File: config.mk
export PLATFORM = sky130hd
export DESIGN_NAME = lsu_mem_stage
export DESIGN_NICKNAME = d
export VERILOG_FILES = /design/src/rtl/lsu_mem_stage.sv
export SDC_FILE = /design/constraint.sdc
export NUM_CORES = 1
export LEC_CHECK = 0
export ABC_AREA = 1
export CAP_MARGIN = 20
export CORE_ASPECT_RATIO = 0.9
export CORE_MARGIN = 5
export CORE_UTILIZATION = 34
export DETAILED_ROUTE_END_ITERATION = 8
export GPL_TIMING_DRIVEN = 0
export HOLD_SLACK_MARGIN = 0.05
export PLACE_DENSITY = 0.82
export SYNTH_ARGS = -nofsm -noshare
export SYNTH_HDL_FRONTEND = slang
export SYNTH_SLANG_ARGS = --single-unit
export TNS_END_PERCENT = 10
File: constraint.sdc
create_clock -name clk -period 1.8 [get_ports clk]
set_input_delay 0.27 -clock clk [delete_from_list [all_inputs] [get_ports clk]]
set_output_delay 0.27 -clock clk [all_outputs]
set_load 0.02 [all_outputs]
File: src/rtl/lsu_mem_stage.sv
// Memory-stage load/store unit: data-memory handshake and load formatting.
// Optional misaligned-access trap: define MISALIGN_TRAP_EN.
module lsu_mem_stage #(
  parameter int          ADDR_W     = 32,
  parameter logic [31:0] RESET_DATA = 32'h0
) (
  input  logic              clk,
  input  logic              rst,
  input  logic [31:0]       inst_M,
  input  logic [31:0]       alu_out_M,
  input  logic [31:0]       store_data_M,
  input  logic              rd_en_M,
  input  logic              wr_en_M,
  output logic              mem_req,
  output logic              mem_we,
  output logic [ADDR_W-1:0] mem_addr,
  output logic [31:0]       mem_wdata,
  output logic [3:0]        mem_be,
  input  logic              mem_ready,
  input  logic              mem_rvalid,
  input  logic [31:0]       mem_rdata,
  output logic [31:0]       out_data_M,
  output logic              stall_M,
  output logic              misalign_M
);

  typedef enum logic [1:0] {
    S_IDLE, S_REQ, S_WAIT, S_DONE
  } state_t;

  state_t      state;
  logic        mis_q;
  logic        mis_c;
  logic        acc;
  logic [2:0]  f3;
  logic [1:0]  a;
  logic        is_byte;
  logic        is_half;
  logic        is_word;
  logic [3:0]  be_c;
  logic [31:0] wd_c;
  logic [31:0] ld_c;
  logic [4:0]  bsh;
  logic [7:0]  bval;
  logic [15:0] hval;
  logic        unused;

  assign acc     = rd_en_M | wr_en_M;
  assign f3      = inst_M[14:12];
  assign a       = alu_out_M[1:0];
  assign is_byte = (f3[1:0] == 2'b00);
  assign is_half = (f3[1:0] == 2'b01);
  assign is_word = !is_byte && !is_half;

`ifdef MISALIGN_TRAP_EN
  assign mis_c      = (is_half & a[0]) | (is_word & (a != 2'b00));
  assign misalign_M = mis_q & (state == S_DONE);
`else
  assign mis_c      = 1'b0;
  assign misalign_M = 1'b0;
`endif

  assign unused = ^{inst_M[31:15], inst_M[11:0], mis_q};

  always_comb begin
    be_c = 4'b0000;
    wd_c = 32'h0;
    unique case (1'b1)
      is_byte: begin
        be_c = 4'b0001 << a;
        wd_c = {4{store_data_M[7:0]}};
      end
      is_half: begin
        be_c = a[1] ? 4'b1100 : 4'b0011;
        wd_c = {2{store_data_M[15:0]}};
      end
      default: begin
        be_c = 4'b1111;
        wd_c = store_data_M;
      end
    endcase
  end

  assign bsh  = {a, 3'b000};
  assign bval = mem_rdata[bsh +: 8];
  assign hval = a[1] ? mem_rdata[31:16] : mem_rdata[15:0];

  always_comb begin
    ld_c = mem_rdata;
    unique case (1'b1)
      is_byte: ld_c = f3[2] ? {24'h0, bval}
                            : {{24{bval[7]}}, bval};
      is_half: ld_c = f3[2] ? {16'h0, hval}
                            : {{16{hval[15]}}, hval};
      default: ld_c = mem_rdata;
    endcase
  end

  always_ff @(posedge clk or negedge rst) begin
    if (!rst) begin
      state      <= S_IDLE;
      mis_q      <= 1'b0;
      out_data_M <= RESET_DATA;
    end else begin
      unique case (state)
        S_IDLE: begin
          mis_q <= 1'b0;
          if (acc) begin
            if (mis_c) begin
              state <= S_DONE;
              mis_q <= 1'b1;
            end else begin
              state <= S_REQ;
            end
          end
        end
        S_REQ: begin
          if (mem_ready)
            state <= wr_en_M ? S_DONE : S_WAIT;
        end
        S_WAIT: begin
          if (mem_rvalid) begin
            out_data_M <= ld_c;
            state      <= S_DONE;
          end
        end
        default: begin
          mis_q <= 1'b0;
          state <= S_IDLE;
        end
      endcase
    end
  end

  assign mem_req   = (state == S_REQ);
  assign mem_we    = mem_req & wr_en_M;
  assign mem_be    = mem_req ? be_c : 4'b0000;
  assign mem_wdata = mem_req ? wd_c : 32'h0;
  assign mem_addr  = {alu_out_M[ADDR_W-1:2], 2'b00};

  // reset gates the IDLE term so a held instruction cannot stall in reset
  assign stall_M = rst & (((state == S_IDLE) & acc)
                 | (state == S_REQ) | (state == S_WAIT));

endmodule

==> results of run 1 <==
## power by group through the flow
| stage | clock network [mW] | logic [mW] | registers [mW] |
|---|---|---|---|
| 4_1_cts | 0.595 | 4.23 | 1.37 |
| 6_report | 0.584 | 4.48 | 1.36 |
| 3_3_place_gp | 0 | 4.06 | 1.37 |
| 3_5_place_dp | 0 | 4.14 | 1.38 |
| 2_1_floorplan | 0 | 1.84 | 1.78 |
| 5_1_grt | 0.631 | 4.84 | 1.42 |
## layout by cell type, fill, tap and decap left out, drive strengths merged
master / instances
conb: 3
nand3: 27
a21boi: 1
a21oi: 39
clkinv: 1
nor2: 61
o211ai: 7
nor3: 2
buf: 91
inv: 69
dlymetal6s2s: 1
or2: 23
ha: 4
dfrtp: 34
clkbuf: 21
o22ai: 8
o21ai: 42
clkdlybuf4s50: 132
nand2: 116
## timing repair
action / 4_1_cts / 5_1_grt
cloned: 2 / 1
buffers inserted: 1 / 2
gates resized for setup: 197 / 47
pin swaps: 3 / 9
endpoints found under the setup margin: 55 / 58
## cell families after synthesis
group                    synth area share, %
AO/OA/AOI/OAI                          16.78
buffers and inverters                  21.70
other                                 0.1220
AND/OR/NAND/NOR                        32.08
adder cells (fa/ha/maj)                1.629
flip-flops                             27.69
## per-layer routing
layer	vias to the layer above	global-route usage, %	wire [um]
met2	201	34.38	5838
met5	-	0	0
met4	0	5.587	311
met3	31	4.116	1067
met1	1725	29.22	5292
li1	1879	-	-
## path summary, 6_finish.rpt
check,start,end,slack [ns],depth (start not counted)
min reg2reg,out_data_M[3]$_DFFE_PN0P_,out_data_M[3]$_DFFE_PN0P_,0.49,2
max in group asynchronous,rst,state[1]$_DFFE_PN0P_,1.24,1
min,rst,out_data_M[13]$_DFFE_PN0P_,0.06,1
max reg2reg,state[0]$_DFFE_PN0P_,out_data_M[14]$_DFFE_PN0P_,0.10,10
max,state[1]$_DFFE_PN0P_,mem_wdata[18],-0.02,7
min in group clk,inst_M[12],out_data_M[1]$_DFFE_PN0P_,0.39,5
## layout make-up
| cell class | instances | share of cell area, % |
|---|---|---|
| buffer | 60 | 8.810 |
| clock buffer | 7 | 1.665 |
| clock inverter | 1 | 0.09655 |
| inverter | 69 | 5.093 |
| multi-input combinational | 333 | 32.05 |
| sequential | 34 | 16.41 |
| tap | 119 | 2.872 |
| timing repair buffer | 178 | 33.00 |
## flip-flops by register name, summed over array words and instances, names as in the netlist
register,count
out_data_M,32
state,2
==> qor.yml, run 1 <==
worst_setup_path:
  path_class: "flip-flop to output port"
  worst-path-buf-inv: 4
  path_max_fanout: 6
  crit_slowest_cell: "dfrtp_1"
  arrival_ns: 1.55
  crit_chain: "inv_2 > ha_4 > buf_8 > clkbuf_16 > o21ai_2 > nor2_1 > buf_4"
  max_stage_delay_ns: 0.40
  critical_path_required_ns: 1.53
  cp_top_family: "buffers and inverters"
  end_kind: "output port"
  startpoint_type: "flip-flop"
die:
  die_w_um: 110.2
  core_area_mm2: 0.008688
  dieArea_mm2: 0.01104
  die_y_um: 100.2
  initial_core_util_pct: 35.37
  ios: 238
  rows: 32
routing:
  wl_per_cell_um: 15.62
  wirelength_mm: 12.51
  first_iter_violations: 311
  ant_nets: 0
  dr.pass1.iters: 4
  dr_total_vias: 3836
  drc_errors: 0
  viasPerCell: 4.789
clock_network:
  cts_root_buf: "clkbuf_8"
  h-tree-depth: 2
  cts_tree: "done"
  clockBufferDepth: 2
  clk_latency_ns: 0.29
  clk_transition_reported_paths_ns: 0.07
  cts_buffers: 5
  cts_hold_buf: 0
  cts_sinks: 34
synthesis:
  synth_cell_type_count: 27
  synthCells: 495
  ys_ff_latch: 34
  synth_ff_type: "dfrtp_1"
  syn-cell-area_mm2: 0.003073
  synth_commonest_cells: "nand2_1, inv_1, nor2_1, o21ai_0, a21oi_1"
  synth.yosys.seq_area_share_pct: 27.69
  synth_top_area_share_pct: 27.69
  synth_edf_count: 0
  yosysWarnings: 0
  synthArstFlopShare_pct: 100.0
  yosys-top-cells-area: "dfrtp_1, nand2_1, buf_4"
  avgSynthCellArea_um2: 6.208
  synthMostInstantiatedCell: "nand2_1"
  yosysTopAreaCell: "dfrtp_1"
run_status:
  status: "finished, violations left"
  violations: "setup timing"
grt:
  grt_max_degree: 36
  grt_pass1_wl_mm: 18.69
  overflow: 0
  first_global_vias: 3625
  antenna_found_initial: 0
  grt_use_total_pct: 21.32
layout:
  multi_input_area_mm2: 0.001662
  area_delta_synth_final_pct: 68.69
  nNetsFinal: 819
  insertedDiodeCount: 0
  final_cells: 801
  final_area_mm2: 0.005184
  final_core_util_pct: 59.66
  seq_area_um2: 850.8
  drive_gt1_share_pct: 23.90
  fillers: 809
timing:
  hold_violations: 0
  layout_setup_ws_ns: -0.01749
  fin_skew_ns: 0.006700
  final_max_slew_viol_count: 0
  setup_viol: 5
  fin_hold_ws_ns: 0.05961
  fin_tns_setup_ns: -0.04278
  fin_crit_ns: 1.817
  timing.fmax_mhz: 550.2
  worst_pin_slew_ns: 0.7810
  rsz0062_at_grt: "true"
  finalCritPeriodShare_pct: 101.0
  max-slew-margin-rel_pct: 47.93
pwr:
  clkPwrFrac_pct: 9.1
  swShare_pct: 44.17
  p_leak_nw: 2.646
  powerDensity_mw_per_mm2: 1239
  p_sw_mw: 2.837
  intPower_mw: 3.586
  share_seq_of_total_power_pct: 21.2
  total_power_mw: 6.423
  p_comb_share_pct: 69.7
  vdd_ir_drop_max_mv: 0.7864
placed_design:
  post-place-ws_ns: -0.7285
  placed_area_mm2: 0.004979
  placed_cells: 788
  dp_hpwl_mm: 9.898
  place.gp.congestion: 0.9277
  io_buffers: 172
run:
  maxCapViolations: 0
worst_hold_path:
  hold_class: "primary input to async pin"
(Power assumes the default switching activity.)
==> inputs of run 2 (changes only) <==
Settings changed: CORE_UTILIZATION 34 to 35, CTS_BUF_LIST set to sky130_fd_sc_hd__clkbuf_2 sky130_fd_sc_hd__clkbuf_4 sky130_fd_sc_hd__clkbuf_8, PLACE_DENSITY 0.82 to 0.84.
==> qor.yml, run 2 (same netlist as run 1, synthesis figures left out) <==
layout:
  area_delta_synth_final_pct: 68.36
  regMostFlops: "out_data_M"
  final_area_mm2: 0.005174  # -0.19%
  insertedDiodeCount: 0  # unchanged
  drive_gt1_share_pct: 23.75  # -0.15 points
  mostFrequentLayoutCells: "clkdlybuf4s50_1, nand2_1, inv_1"
  fillers: 831  # +2.7%
  mostFrequentLayoutCell: "clkdlybuf4s50_1"
  reg.largest.list: "out_data_M x32, state x2"
  nNetsFinal: 819  # unchanged
  largest_reg_flops: 32  # unchanged
  final_cells: 801  # unchanged
worst_setup_path:
  max_stage_delay_ns: 0.39  # about the same
  cp_top_family: "buffers and inverters"
  arrival_ns: 1.59  # +0.04 ns
  crit_slowest_cell: "dfrtp_1"
  worst-path-buf-inv: 4  # unchanged
  end_kind: "output port"
  path_class: "flip-flop to output port"
  crit_chain: "inv_2 > ha_4 > buf_8 > clkbuf_16 > o21ai_0 > nor2_1 > buf_4"
  path_max_fanout: 7  # +1
  startpoint_type: "flip-flop"
  critical_path_required_ns: 1.53  # about the same
pwr:
  powerDensity_mw_per_mm2: 1260  # +1.7%
  p_leak_nw: 2.642  # -0.16%
  total_power_mw: 6.518  # +1.5%
  vdd_ir_drop_max_mv: 0.8221  # +4.6%
grt:
  overflow: 0  # unchanged
  antenna_found_initial: 0  # unchanged
  grt_max_degree: 36  # unchanged
  grt_pass1_wl_mm: 18.69  # about the same
  first_global_vias: 3694  # +1.9%
  grt_use_total_pct: 21.57  # +0.24 points
die:
  dieArea_mm2: 0.01076  # -2.6%
  rows: 32  # unchanged
  ios: 238  # unchanged
  die_y_um: 98.89  # -1.3%
  initial_core_util_pct: 35.86  # +0.50 points
  die_w_um: 108.8  # -1.3%
  core_area_mm2: 0.008568  # -1.4%
timing:
  hold_violations: 0  # unchanged
  finalCritPeriodShare_pct: 103.3  # +2.4 points
  fin_crit_ns: 1.860  # +0.04240 ns
  worst_pin_slew_ns: 0.7809  # -0.00008833 ns
  setup_viol: 11  # +6
  timing.fmax_mhz: 537.7  # -2.3%
  final_max_slew_viol_count: 0  # unchanged
  fin_skew_ns: 0.007812  # +0.001112 ns
  rsz0062_at_grt: "true"
  fin_tns_setup_ns: -0.3481  # -0.3053 ns
  max-slew-margin-rel_pct: 47.94  # about the same
  layout_setup_ws_ns: -0.05989  # -0.04240 ns
placed_design:
  dp_hpwl_mm: 9.691  # -2.1%
  placed_area_mm2: 0.004979  # unchanged
  place.gp.congestion: 0.9052  # -2.4%
  io_buffers: 172  # unchanged
  placed_cells: 788  # unchanged
  post-place-ws_ns: -0.6468  # +0.08162 ns
routing:
  drc_errors: 0  # unchanged
  ant_nets: 0  # unchanged
  viasPerCell: 4.840  # +1.1%
  dr.pass1.iters: 5  # +1
  wl_per_cell_um: 15.37  # -1.6%
  wirelength_mm: 12.31  # -1.6%
  first_iter_violations: 316  # +1.6%
  dr_total_vias: 3877  # +1.1%
clock_network:
  clockBufferDepth: 2  # unchanged
  cts_root_buf: "clkbuf_8"
  h-tree-depth: 2  # unchanged
  cts_tree: "done"
  cts_sinks: 34  # unchanged
  clk_transition_reported_paths_ns: 0.07  # about the same
  clk_latency_ns: 0.29  # about the same
  cts_buffers: 5  # unchanged
run:
  maxCapViolations: 0  # unchanged
run_status:
  violations: "setup timing"
  status: "finished, violations left"
worst_hold_path:
  hold_class: "primary input to async pin"
## run 2: changes by cell type in the layout (fill, tap and decap cells not counted), sizes merged
cell / before / now
bufinv: 0 / 1
clkinv: 1 / 0
## run 2: what timing repair did
item | 4_1_cts | 5_1_grt
buffers inserted | 2 | 1
endpoints found under the setup margin | 62 | 64
resized for setup | 189 | 46
gates cloned | 1 | 2
hold buffers | 0 | 0
pin swaps | 1 | 6
## run 2: worst paths after layout
kind	from	to	cells past startpoint	slack, ns
setup / recovery	state[1]$_DFFE_PN0P_	mem_wdata[18]	7	-0.06
setup reg to reg	state[0]$_DFFE_PN0P_	out_data_M[19]$_DFFE_PN0P_	8	0.09
hold reg to reg	out_data_M[15]$_DFFE_PN0P_	out_data_M[15]$_DFFE_PN0P_	2	0.49
min in group clk	inst_M[12]	out_data_M[2]$_DFFE_PN0P_	5	0.39
hold / removal	rst	out_data_M[8]$_DFFE_PN0P_	1	0.05
max in group asynchronous	rst	state[0]$_DFFE_PN0P_	1	1.19
## run 2: cell type report
type                    instances  area, um^2  area share, %
flip-flops and latches         34       852.1          16.47
multi-input cells             333        1644          31.78
repair buffers                178        1707          32.99
clock inverters                 1       30.03         0.5804
inverters                      69       264.0          5.103
plain buffers                  60       444.2          8.585
clock buffers                   7       83.83          1.620
well taps                     119       148.9          2.878
## run 2: layer usage
layer | wire [um] | track usage, %
met2 | 5859 | 36.53
met5 | 0 | 0
met3 | 1120 | 3.929
met4 | 352 | 6.893
met1 | 4977 | 27.62
## run 2: worst reg2reg max path, cell delays in order, from the launching register on
cell and delay, ns:
dfrtp_2 0.44, inv_1 0.12, ha_2 0.23, nand2_2 0.13
clkbuf_1 0.27, a21oi_1 0.18, nand3_1 0.13, nand2_1 0.08
inv_1 0.03
## run 2: power breakdown
group          switching, mW  total [mW]  internal [mW]
sequential             0.215        1.37           1.15
combinational           2.32        4.42           2.10
clock                  0.287       0.731          0.445
## run 2: through the flow
step                      hold WS (ns)  utilization [%]
after global routing            0.1391            60.38
after CTS                      0.09274            58.62
after detailed placement        0.4046            58.10
after global placement          0.4859            58.16
after floorplan               -0.02559                -
final                          0.05200            60.38
